===== config.mk =====
export PLATFORM = sky130hd
export DESIGN_NAME = hazard3_ahb_dma
export DESIGN_NICKNAME = d
export VERILOG_FILES = /design/src/rtl/hazard3_ahb_dma.sv
export SDC_FILE = /design/constraint.sdc
export NUM_CORES = 1
export LEC_CHECK = 0
export ABC_AREA = 1
export BUFFER_PORTS_ARGS = -buffer_cell sky130_fd_sc_hd__buf_2
export CORE_ASPECT_RATIO = 0.75
export CORE_UTILIZATION = 40
export DETAILED_ROUTE_END_ITERATION = 8
export PLACE_DENSITY_LB_ADDON = 0.15
export SLEW_MARGIN = 40
export SYNTH_ARGS = -nofsm -noshare
export SYNTH_HDL_FRONTEND = slang
export SYNTH_SLANG_ARGS = --single-unit
export TNS_END_PERCENT = 5

===== constraint.sdc =====
create_clock -name clk -period 6.8 [get_ports clk]
set_clock_uncertainty 0.15 [all_clocks]
set_input_delay 1.02 -clock clk [delete_from_list [all_inputs] [get_ports clk]]
set_output_delay 1.02 -clock clk [all_outputs]
set_load 0.01 [all_outputs]

===== src/rtl/hazard3_ahb_dma.sv =====
// Single-channel memory-to-memory DMA: APB register file plus AHB-Lite master, one beat in flight.
// Latency: 4 cycles per beat on a zero-wait bus (RD_A, RD_D, WR_A, WR_D), plus one per hready-low cycle.
// Backpressure: AHB hready stalls the current phase; the APB side is zero-wait with pslverr on rejected writes.
// Ports: clk/rst_n; AHB-Lite master (haddr..hrdata); APB slave (psel..pslverr); irq level interrupt.
module hazard3_ahb_dma #(
    parameter int W_ADDR  = 32,
    parameter int W_DATA  = 32,
    parameter int W_COUNT = 16
) (
    input  logic              clk,
    input  logic              rst_n,
    output logic [W_ADDR-1:0] haddr,
    output logic              hwrite,
    output logic [1:0]        htrans,
    output logic [2:0]        hsize,
    output logic [2:0]        hburst,
    output logic [3:0]        hprot,
    output logic              hmastlock,
    input  logic              hready,
    input  logic              hresp,
    output logic [W_DATA-1:0] hwdata,
    input  logic [W_DATA-1:0] hrdata,
    input  logic              psel,
    input  logic              penable,
    input  logic              pwrite,
    input  logic [15:0]       paddr,
    input  logic [31:0]       pwdata,
    output logic [31:0]       prdata,
    output logic              pready,
    output logic              pslverr,
    output logic              irq
);

    typedef enum logic [2:0] {
        S_IDLE = 3'd0,
        S_RD_A = 3'd1,
        S_RD_D = 3'd2,
        S_WR_A = 3'd3,
        S_WR_D = 3'd4
    } state_t;

    state_t              state_q, state_d;
    logic [W_ADDR-1:0]   src_q, src_d, dst_q, dst_d;
    logic [W_COUNT-1:0]  count_q, count_d, remain_q, remain_d;
    logic                src_inc_q, src_inc_d, dst_inc_q, dst_inc_d;
    logic [1:0]          size_q, size_d;
    logic                irq_en_q, irq_en_d;
    logic                done_q, done_d, err_q, err_d, aborted_q, aborted_d;
    logic                abort_pend_q, abort_pend_d;
    logic [W_DATA-1:0]   data_q, data_d;
    logic                irq_q, irq_d;

    // APB decode
    logic       apb_acc, apb_wr, mapped, busy, wr_locked, wr_ok;
    logic [2:0] reg_idx;
    logic       start_req, abort_req, abort_eff, misalign;
    logic [1:0] new_size;
    logic [W_ADDR-1:0] step;
    logic [W_DATA-1:0] rd_shift, rd_lane;
    logic       unused_paddr;

    assign unused_paddr = ^paddr[1:0];

    assign apb_acc = psel & penable;
    assign apb_wr  = apb_acc & pwrite;
    assign reg_idx = paddr[4:2];
    assign mapped  = (paddr[15:5] == 11'd0) && (reg_idx <= 3'd5);
    assign busy    = (state_q != S_IDLE);
    // While busy only ABORT (CTRL[6]) and the W1C status bits may be written.
    assign wr_locked = busy && ((reg_idx <= 3'd2) || ((reg_idx == 3'd3) && (pwdata[5:0] != 6'd0)));
    assign wr_ok     = apb_wr & mapped & ~wr_locked;
    assign pslverr   = apb_acc & (~mapped | (pwrite & wr_locked));
    assign pready    = 1'b1;

    assign start_req = wr_ok && (reg_idx == 3'd3) && pwdata[0];
    assign abort_req = wr_ok && (reg_idx == 3'd3) && pwdata[6] && busy;
    assign abort_eff = abort_pend_q | abort_req;

    // START checks use the SIZE being written in the same access.
    assign new_size = pwdata[4:3];
    assign misalign = ((new_size == 2'd1) && (src_q[0] | dst_q[0])) ||
                      ((new_size == 2'd2) && ((src_q[1:0] != 2'd0) || (dst_q[1:0] != 2'd0)));

    assign step = W_ADDR'(1) << size_q;

    // Bring the addressed lane down to bit 0; half-words shift by 0 or 16.
    assign rd_shift = hrdata >> {src_q[1:0], 3'b000};
    always_comb begin
        rd_lane = hrdata;
        case (size_q)
            2'd0:    rd_lane = {{(W_DATA-8){1'b0}}, rd_shift[7:0]};
            2'd1:    rd_lane = {{(W_DATA-16){1'b0}}, rd_shift[15:0]};
            default: rd_lane = hrdata;
        endcase
    end

    always_comb begin
        prdata = 32'd0;
        if (apb_acc && mapped) begin
            case (reg_idx)
                3'd0:    prdata = 32'(src_q);
                3'd1:    prdata = 32'(dst_q);
                3'd2:    prdata = 32'(count_q);
                3'd3:    prdata = {26'd0, irq_en_q, size_q, dst_inc_q, src_inc_q, 1'b0};
                3'd4:    prdata = {28'd0, aborted_q, err_q, done_q, busy};
                3'd5:    prdata = 32'(remain_q);
                default: prdata = 32'd0;
            endcase
        end
    end

    always_comb begin
        state_d      = state_q;
        src_d        = src_q;
        dst_d        = dst_q;
        count_d      = count_q;
        src_inc_d    = src_inc_q;
        dst_inc_d    = dst_inc_q;
        size_d       = size_q;
        irq_en_d     = irq_en_q;
        done_d       = done_q;
        err_d        = err_q;
        aborted_d    = aborted_q;
        remain_d     = remain_q;
        abort_pend_d = abort_pend_q | abort_req;
        data_d       = data_q;
        irq_d        = irq_en_q & (done_q | err_q | aborted_q);

        if (wr_ok) begin
            case (reg_idx)
                3'd0: src_d   = W_ADDR'(pwdata);
                3'd1: dst_d   = W_ADDR'(pwdata);
                3'd2: count_d = pwdata[W_COUNT-1:0];
                3'd3: if (!busy) begin
                    src_inc_d = pwdata[1];
                    dst_inc_d = pwdata[2];
                    size_d    = pwdata[4:3];
                    irq_en_d  = pwdata[5];
                end
                3'd4: begin
                    done_d    = done_q    & ~pwdata[1];
                    err_d     = err_q     & ~pwdata[2];
                    aborted_d = aborted_q & ~pwdata[3];
                end
                default: ;
            endcase
        end

        case (state_q)
            S_IDLE: begin
                if (start_req) begin
                    done_d    = 1'b0;
                    err_d     = 1'b0;
                    aborted_d = 1'b0;
                    remain_d  = count_q;
                    if ((new_size == 2'd3) || misalign) begin
                        err_d = 1'b1;
                    end else if (count_q == '0) begin
                        done_d = 1'b1;
                    end else begin
                        state_d = S_RD_A;
                    end
                end
            end
            S_RD_A: if (hready) state_d = S_RD_D;
            S_RD_D: begin
                if (hresp) begin
                    state_d = S_IDLE;
                    err_d   = 1'b1;
                end else if (hready) begin
                    data_d = rd_lane;
                    if (abort_eff) begin
                        state_d   = S_IDLE;
                        aborted_d = 1'b1;
                    end else begin
                        state_d = S_WR_A;
                    end
                end
            end
            S_WR_A: if (hready) state_d = S_WR_D;
            S_WR_D: begin
                if (hresp) begin
                    state_d = S_IDLE;
                    err_d   = 1'b1;
                end else if (hready) begin
                    remain_d = remain_q - W_COUNT'(1);
                    if (src_inc_q) src_d = src_q + step;
                    if (dst_inc_q) dst_d = dst_q + step;
                    if (abort_eff) begin
                        state_d   = S_IDLE;
                        aborted_d = 1'b1;
                    end else if (remain_q == W_COUNT'(1)) begin
                        state_d = S_IDLE;
                        done_d  = 1'b1;
                    end else begin
                        state_d = S_RD_A;
                    end
                end
            end
            default: state_d = S_IDLE;
        endcase

        if (state_d == S_IDLE) abort_pend_d = 1'b0;
    end

    always_ff @(posedge clk or negedge rst_n) begin
        if (!rst_n) begin
            state_q      <= S_IDLE;
            src_q        <= '0;
            dst_q        <= '0;
            count_q      <= '0;
            src_inc_q    <= 1'b0;
            dst_inc_q    <= 1'b0;
            size_q       <= 2'd0;
            irq_en_q     <= 1'b0;
            done_q       <= 1'b0;
            err_q        <= 1'b0;
            aborted_q    <= 1'b0;
            remain_q     <= '0;
            abort_pend_q <= 1'b0;
            data_q       <= '0;
            irq_q        <= 1'b0;
        end else begin
            state_q      <= state_d;
            src_q        <= src_d;
            dst_q        <= dst_d;
            count_q      <= count_d;
            src_inc_q    <= src_inc_d;
            dst_inc_q    <= dst_inc_d;
            size_q       <= size_d;
            irq_en_q     <= irq_en_d;
            done_q       <= done_d;
            err_q        <= err_d;
            aborted_q    <= aborted_d;
            remain_q     <= remain_d;
            abort_pend_q <= abort_pend_d;
            data_q       <= data_d;
            irq_q        <= irq_d;
        end
    end

    // AHB outputs are decoded from the state register only.
    assign htrans    = ((state_q == S_RD_A) || (state_q == S_WR_A)) ? 2'b10 : 2'b00;
    assign haddr     = (state_q == S_RD_A) ? src_q : (state_q == S_WR_A) ? dst_q : '0;
    assign hwrite    = (state_q == S_WR_A);
    assign hsize     = ((state_q == S_RD_A) || (state_q == S_WR_A)) ? {1'b0, size_q} : 3'd0;
    assign hburst    = 3'd0;
    assign hprot     = 4'b0011;
    assign hmastlock = 1'b0;
    assign irq       = irq_q;

    always_comb begin
        hwdata = '0;
        if ((state_q == S_WR_A) || (state_q == S_WR_D)) begin
            case (size_q)
                2'd0:    hwdata = {(W_DATA/8){data_q[7:0]}};
                2'd1:    hwdata = {(W_DATA/16){data_q[15:0]}};
                default: hwdata = data_q;
            endcase
        end
    end

endmodule

Word level (Yosys, flattened, before mapping)
Cells that the tools add are included.
{ "totals": {"out_inout_bits": 113, "word_cells": 155, "input_bits": 87, "reg_bits": 141} }
{ "classes": {"shift": 2, "n_reduce_logical": 32, "order_cmp": 2, "mux": 62, "n_bitwise": 22, "eq_ne": 17, "add_sub_neg": 3} }
{ "ops": {"columns": ["op", "count"], "rows": [
  ["2-to-1 mux 32 bit", 16],
  ["one-hot mux 32 bit (6 select lines)", 1],
  ["one-hot mux 32 bit (2 select lines)", 2],
  ["adder 32 bit", 2],
  ["2-to-1 mux 16 bit", 3],
  ["one-hot mux 16 bit (2 select lines)", 1],
  ["<< shifter 1 x 2 -> 32 bit (first input constant)", 1],
  [">> shifter 32 x 5 -> 16 bit", 1],
  ["2-to-1 mux 3 bit", 9],
  ["2-to-1 mux 1 bit", 23],
  ["== test 16 x 1 -> 1 bit (second input constant)", 1],
  ["zero test 16 bit", 1],
  ["subtractor 16 x 1 -> 16 bit (second input constant)", 1],
  ["one-hot mux 3 bit (5 select lines)", 1],
  ["== test 3 x 2 -> 1 bit (second input constant)", 4],
  ["zero test 11 bit", 1],
  ["AND 1 bit", 10],
  ["logical AND 1 bit", 10],
  ["== test 3 bit (second input constant)", 3],
  ["zero test 3 bit", 3],
  ["inverter 1 bit", 7],
  ["== test 3 x 1 -> 1 bit (second input constant)", 2],
  ["logical OR 1 bit", 6],
  ["2-to-1 mux 2 bit", 3],
  ["other kinds (15)", 28]
]} }

Logic depth before layout (Yosys ltp)
{ "logic_depth": {"depth_word": 16, "depth_mapped": 18, "ltp_nobuf": 16} }

Least setup slack after synthesis
OpenSTA, ideal clock, no wires.
{ "synth_timing": {"path_kind": "in2out", "from": "input paddr[4]", "to": "output prdata[5]", "slack_ps": 3431, "arrival_time_ps": 2199, "path_buffers": 2, "path_stages": 5, "required_ps": 5630, "path_cell_list": "buf_2 nor3_2 clkbuf_1 nand2_1 a31oi_1"} }
{ "synth_via": {"elab_chain_cells": 4, "word_cells_on_any_way": 11, "classes_between": "order compare (1); eq/ne (5); mux (2); reduce/logical (3)"} }
{ "synth_lines": {"columns": ["item", "line_no", "source"], "rows": [
  ["start: declaration", "26", "input logic [15:0] paddr,"],
  ["less-or-equal comparator 3 bit", "67", "assign mapped = (paddr[15:5] == 11'd0) && (reg_idx <= 3'd5);"],
  ["logical AND 1 bit", "67", null],
  ["logical AND 1 bit", "99", "if (apb_acc && mapped) begin"],
  ["2-to-1 mux 32 bit (*)", "99", null],
  ["end: declaration", "28", "output logic [31:0] prdata,"]
]} }
Every way passes the cells marked *; elsewhere a longest branch is shown, timed or not.

Worst setup path in the final report
{ "layout_timing": {"from": "register state_q[1]", "to": "output hwdata[31]"} }
{ "layout_via": {"elab_chain_cells": 3, "word_cells_on_any_way": 4, "classes_between": "eq/ne (2); mux (1); reduce/logical (1)"} }
{ "layout_lines": {"columns": ["item", "line_no", "source"], "rows": [
  ["start: declaration", "42", "state_t state_q, state_d;"],
  ["start signal: assignment", "224", "state_q <= state_d;"],
  ["== test 3 x 2 -> 1 bit or == test 3 bit (tied branches)", "254", "if ((state_q == S_WR_A) || (state_q == S_WR_D)) begin"],
  ["logical OR 1 bit (*)", "254", null],
  ["2-to-1 mux 32 bit (*)", "254", null],
  ["end: declaration", "21", "output logic [W_DATA-1:0] hwdata,"]
]} }
Marks and branches as above.

==> run summary <==
CP endpoint kind - primary output
routability cong. - 0.956
Max Clk Rate - 0.220 GHz
CTS resizes - 0
power per cell area - 184 nW/um^2
Synthesis Warnings - 0
maximum clock insertion buffer count - 2
ys flop type - dfrtp_1
die width - 189 um
CTS Root Cell - clkbuf_16
Max Cap Viol - 0
placed cell count - 2068
slowest cell delay on critical path - 0.52 ns
final setup TNS - 0 ns
CP most frequent cell - inv_2
initial antenna violation count - 0
CTS clk-pin slew, worst paths - 0.08 ns
Placed Area - 11600 sq um
Synth Register Bits - 141
TritonCTS clock tree - yes
R2R cell count - 16
gr usage total - 0.308
commonest non-fill, non-tap cells in the layout - nand2_1 (324), inv_1 (217), buf_2 (185)
startpoint type of the worst setup path - register
IO Count - 200
global-route wire length before repair - 63500 um
Via density - 5.70
critical path startpoint - state_q[1]
Yosys top cell area share - 0.336
top cells by area, synth - dfrtp_1 (34%), nand2_1 (12%), inv_1 (7.8%)
post-synthesis sequential area ratio - 0.336
class of the worst hold path - primary input to async pin
Post-Syn Area - 10500 sq um
most common cell after layout, fill and taps aside - nand2_1
# clock sinks - 141
Synth Area per Inst - 6.53 sq um
antenna cells - 0
CP arrival - 3.38 ns
Final Instance Area - 12300 sq um
Starting Density - 0.414
Pleak - 6.02 nW
Die ar. - 26900 sq um
drt pass-1 iters - 7
Max VDD drop - 0.161 mV
Final Setup Violations - 0
fin crit share - 0.670
nets@finish - 1849
layout cells sized above 1 - 0.149
relative max-transition margin - 0.413
Critical Path End - hwdata[31]
cts bufs inserted - 17
reg-to-reg endpoint - dst_q[22]
Routed WL - 41500 um
clk_lat worst skew - 0.44 ns
Synth area leader - dfrtp_1
critical path class - register to primary output
final std cells w/o fill - 2101
number of setup buffers added after CTS - 0
Tot Pwr - 2.26 mW
CTS H-tree depth - 4
r2r setup slk - 2.96 ns
slowest CP cell - nand2_1
final hold vios - 0
grt ovf - 0
Max Slew Vio Count - 0
Worst Path Required - 5.63 ns
run status - finished, final reports clean
1st-iter DRT viols - 1461
Crit Path Max Fanout - 34
FF-to-FF Start - size_q[1]
dpl hpwl - 30800 um
Post-synth EDFFs - 0
row count - 50
Final Util - 0.483
Fin Hold WS - 0.300 ns
routed len/inst - 19.7 um
dpl ws - 2.70 ns
Die Span Y - 142 um
core area - 25400 sq um
number of library cell types mapped by synthesis - 44
PortBufs - 186
critical path, cell by cell - nor2_2, inv_2, nor2_4, inv_2, nand2_1, clkinv_1, a211oi_1, buf_2
antenna viol nets, final - 0
largest net degree at the start of global routing - 96
RSZ-0062 raised after global routing - false
Hold-fix buffers, CTS - 0
Gate Count Post-Synth - 1608
worst slew pin tran - 0.880 ns
area delta synth->final - 16.7%
fin crit period - 4.55 ns
ys async rst share - 1.00
setup ws final - 2.25 ns
vias - 11976
vias in the first global route - 10624
Residual DRC - 0
## layer usage
layer / vias up / part of all wire / global-route usage
met3: 49 / 0.099 / 0.0715
met1: 5654 / 0.47 / 0.463
li1: 5654 / - / -
met2: 619 / 0.41 / 0.437
met4: 0 / 0.019 / 0.0815
met5: - / 0 / 0
## Yosys cell counts, drive strengths merged, types with 2 or more instances
| cell | instances |
|---|---|
| inv | 226 |
| o22ai | 53 |
| a221oi | 16 |
| and2 | 2 |
| clkbuf | 51 |
| dfrtp | 141 |
| a21oi | 157 |
| o21ai | 195 |
| ha | 10 |
| conb | 2 |
| nor3 | 41 |
| o211ai | 5 |
| buf | 34 |
| a31oi | 16 |
| a22oi | 8 |
| nand4 | 22 |
| xor2 | 17 |
| or2 | 2 |
| clkinv | 3 |
| nand3 | 80 |
| nand3b | 3 |
| o31ai | 10 |
| o221ai | 7 |
| nor2 | 165 |
| nor3b | 2 |
| nand2 | 328 |
| nor4 | 5 |
| o32ai | 2 |
| fa | 2 |
## final cells by class
class,instances,area [sq um]
clock inverter,14,183
timing repair buffer,199,1070
inverter,229,861
multi-input combinational,1162,5760
fill,2686,13100
tap,338,423
clock buffer,18,439
sequential,141,3530
## where the power goes
part,total (mW),switching (mW),internal (mW)
Sequential,0.958,0.0481,0.910
Clock,1.03,0.432,0.596
Combinational,0.274,0.185,0.0891
## cell families after synthesis
kind of cell	Yosys count	synth area share
simple gates	651	0.264
flops	141	0.336
fa+ha+maj	12	0.0157
xor+xnor	17	0.0142
compound gates	471	0.248
other cells	2	0.000715
buf+inv	314	0.122
## critical path, delay by kind of cell (launching register included)
family                 cells  cell delay, ns
AO/OA/AOI/OAI              1            0.34
buffers and inverters      4            0.96
AND/OR/NAND/NOR            3            1.21
flip-flops                 1            0.41
## worst min-delay path by stage
stage / startpoint / slack (ns) / depth (start not counted) / end
floorplan: data_q[16] / 0.30 / 2 / data_q[16]
global placement: data_q[18] / 0.32 / 2 / data_q[18]
detailed placement: data_q[16] / 0.32 / 2 / data_q[16]
CTS: data_q[16] / 0.34 / 2 / data_q[16]
global route: rst_n / 0.31 / 1 / remain_q[12]
finish: rst_n / 0.30 / 1 / remain_q[12]
## flip-flops by register name, indices dropped and copies added, names as in the netlist
name,flops
irq_en_q,1
size_q,2
count_q,16
aborted_q,1
data_q,32
src_q,32
src_inc_q,1
abort_pend_q,1
dst_q,32
done_q,1
err_q,1
remain_q,16
irq,1
state_q,3
dst_inc_q,1
(Power assumes the default switching activity.)
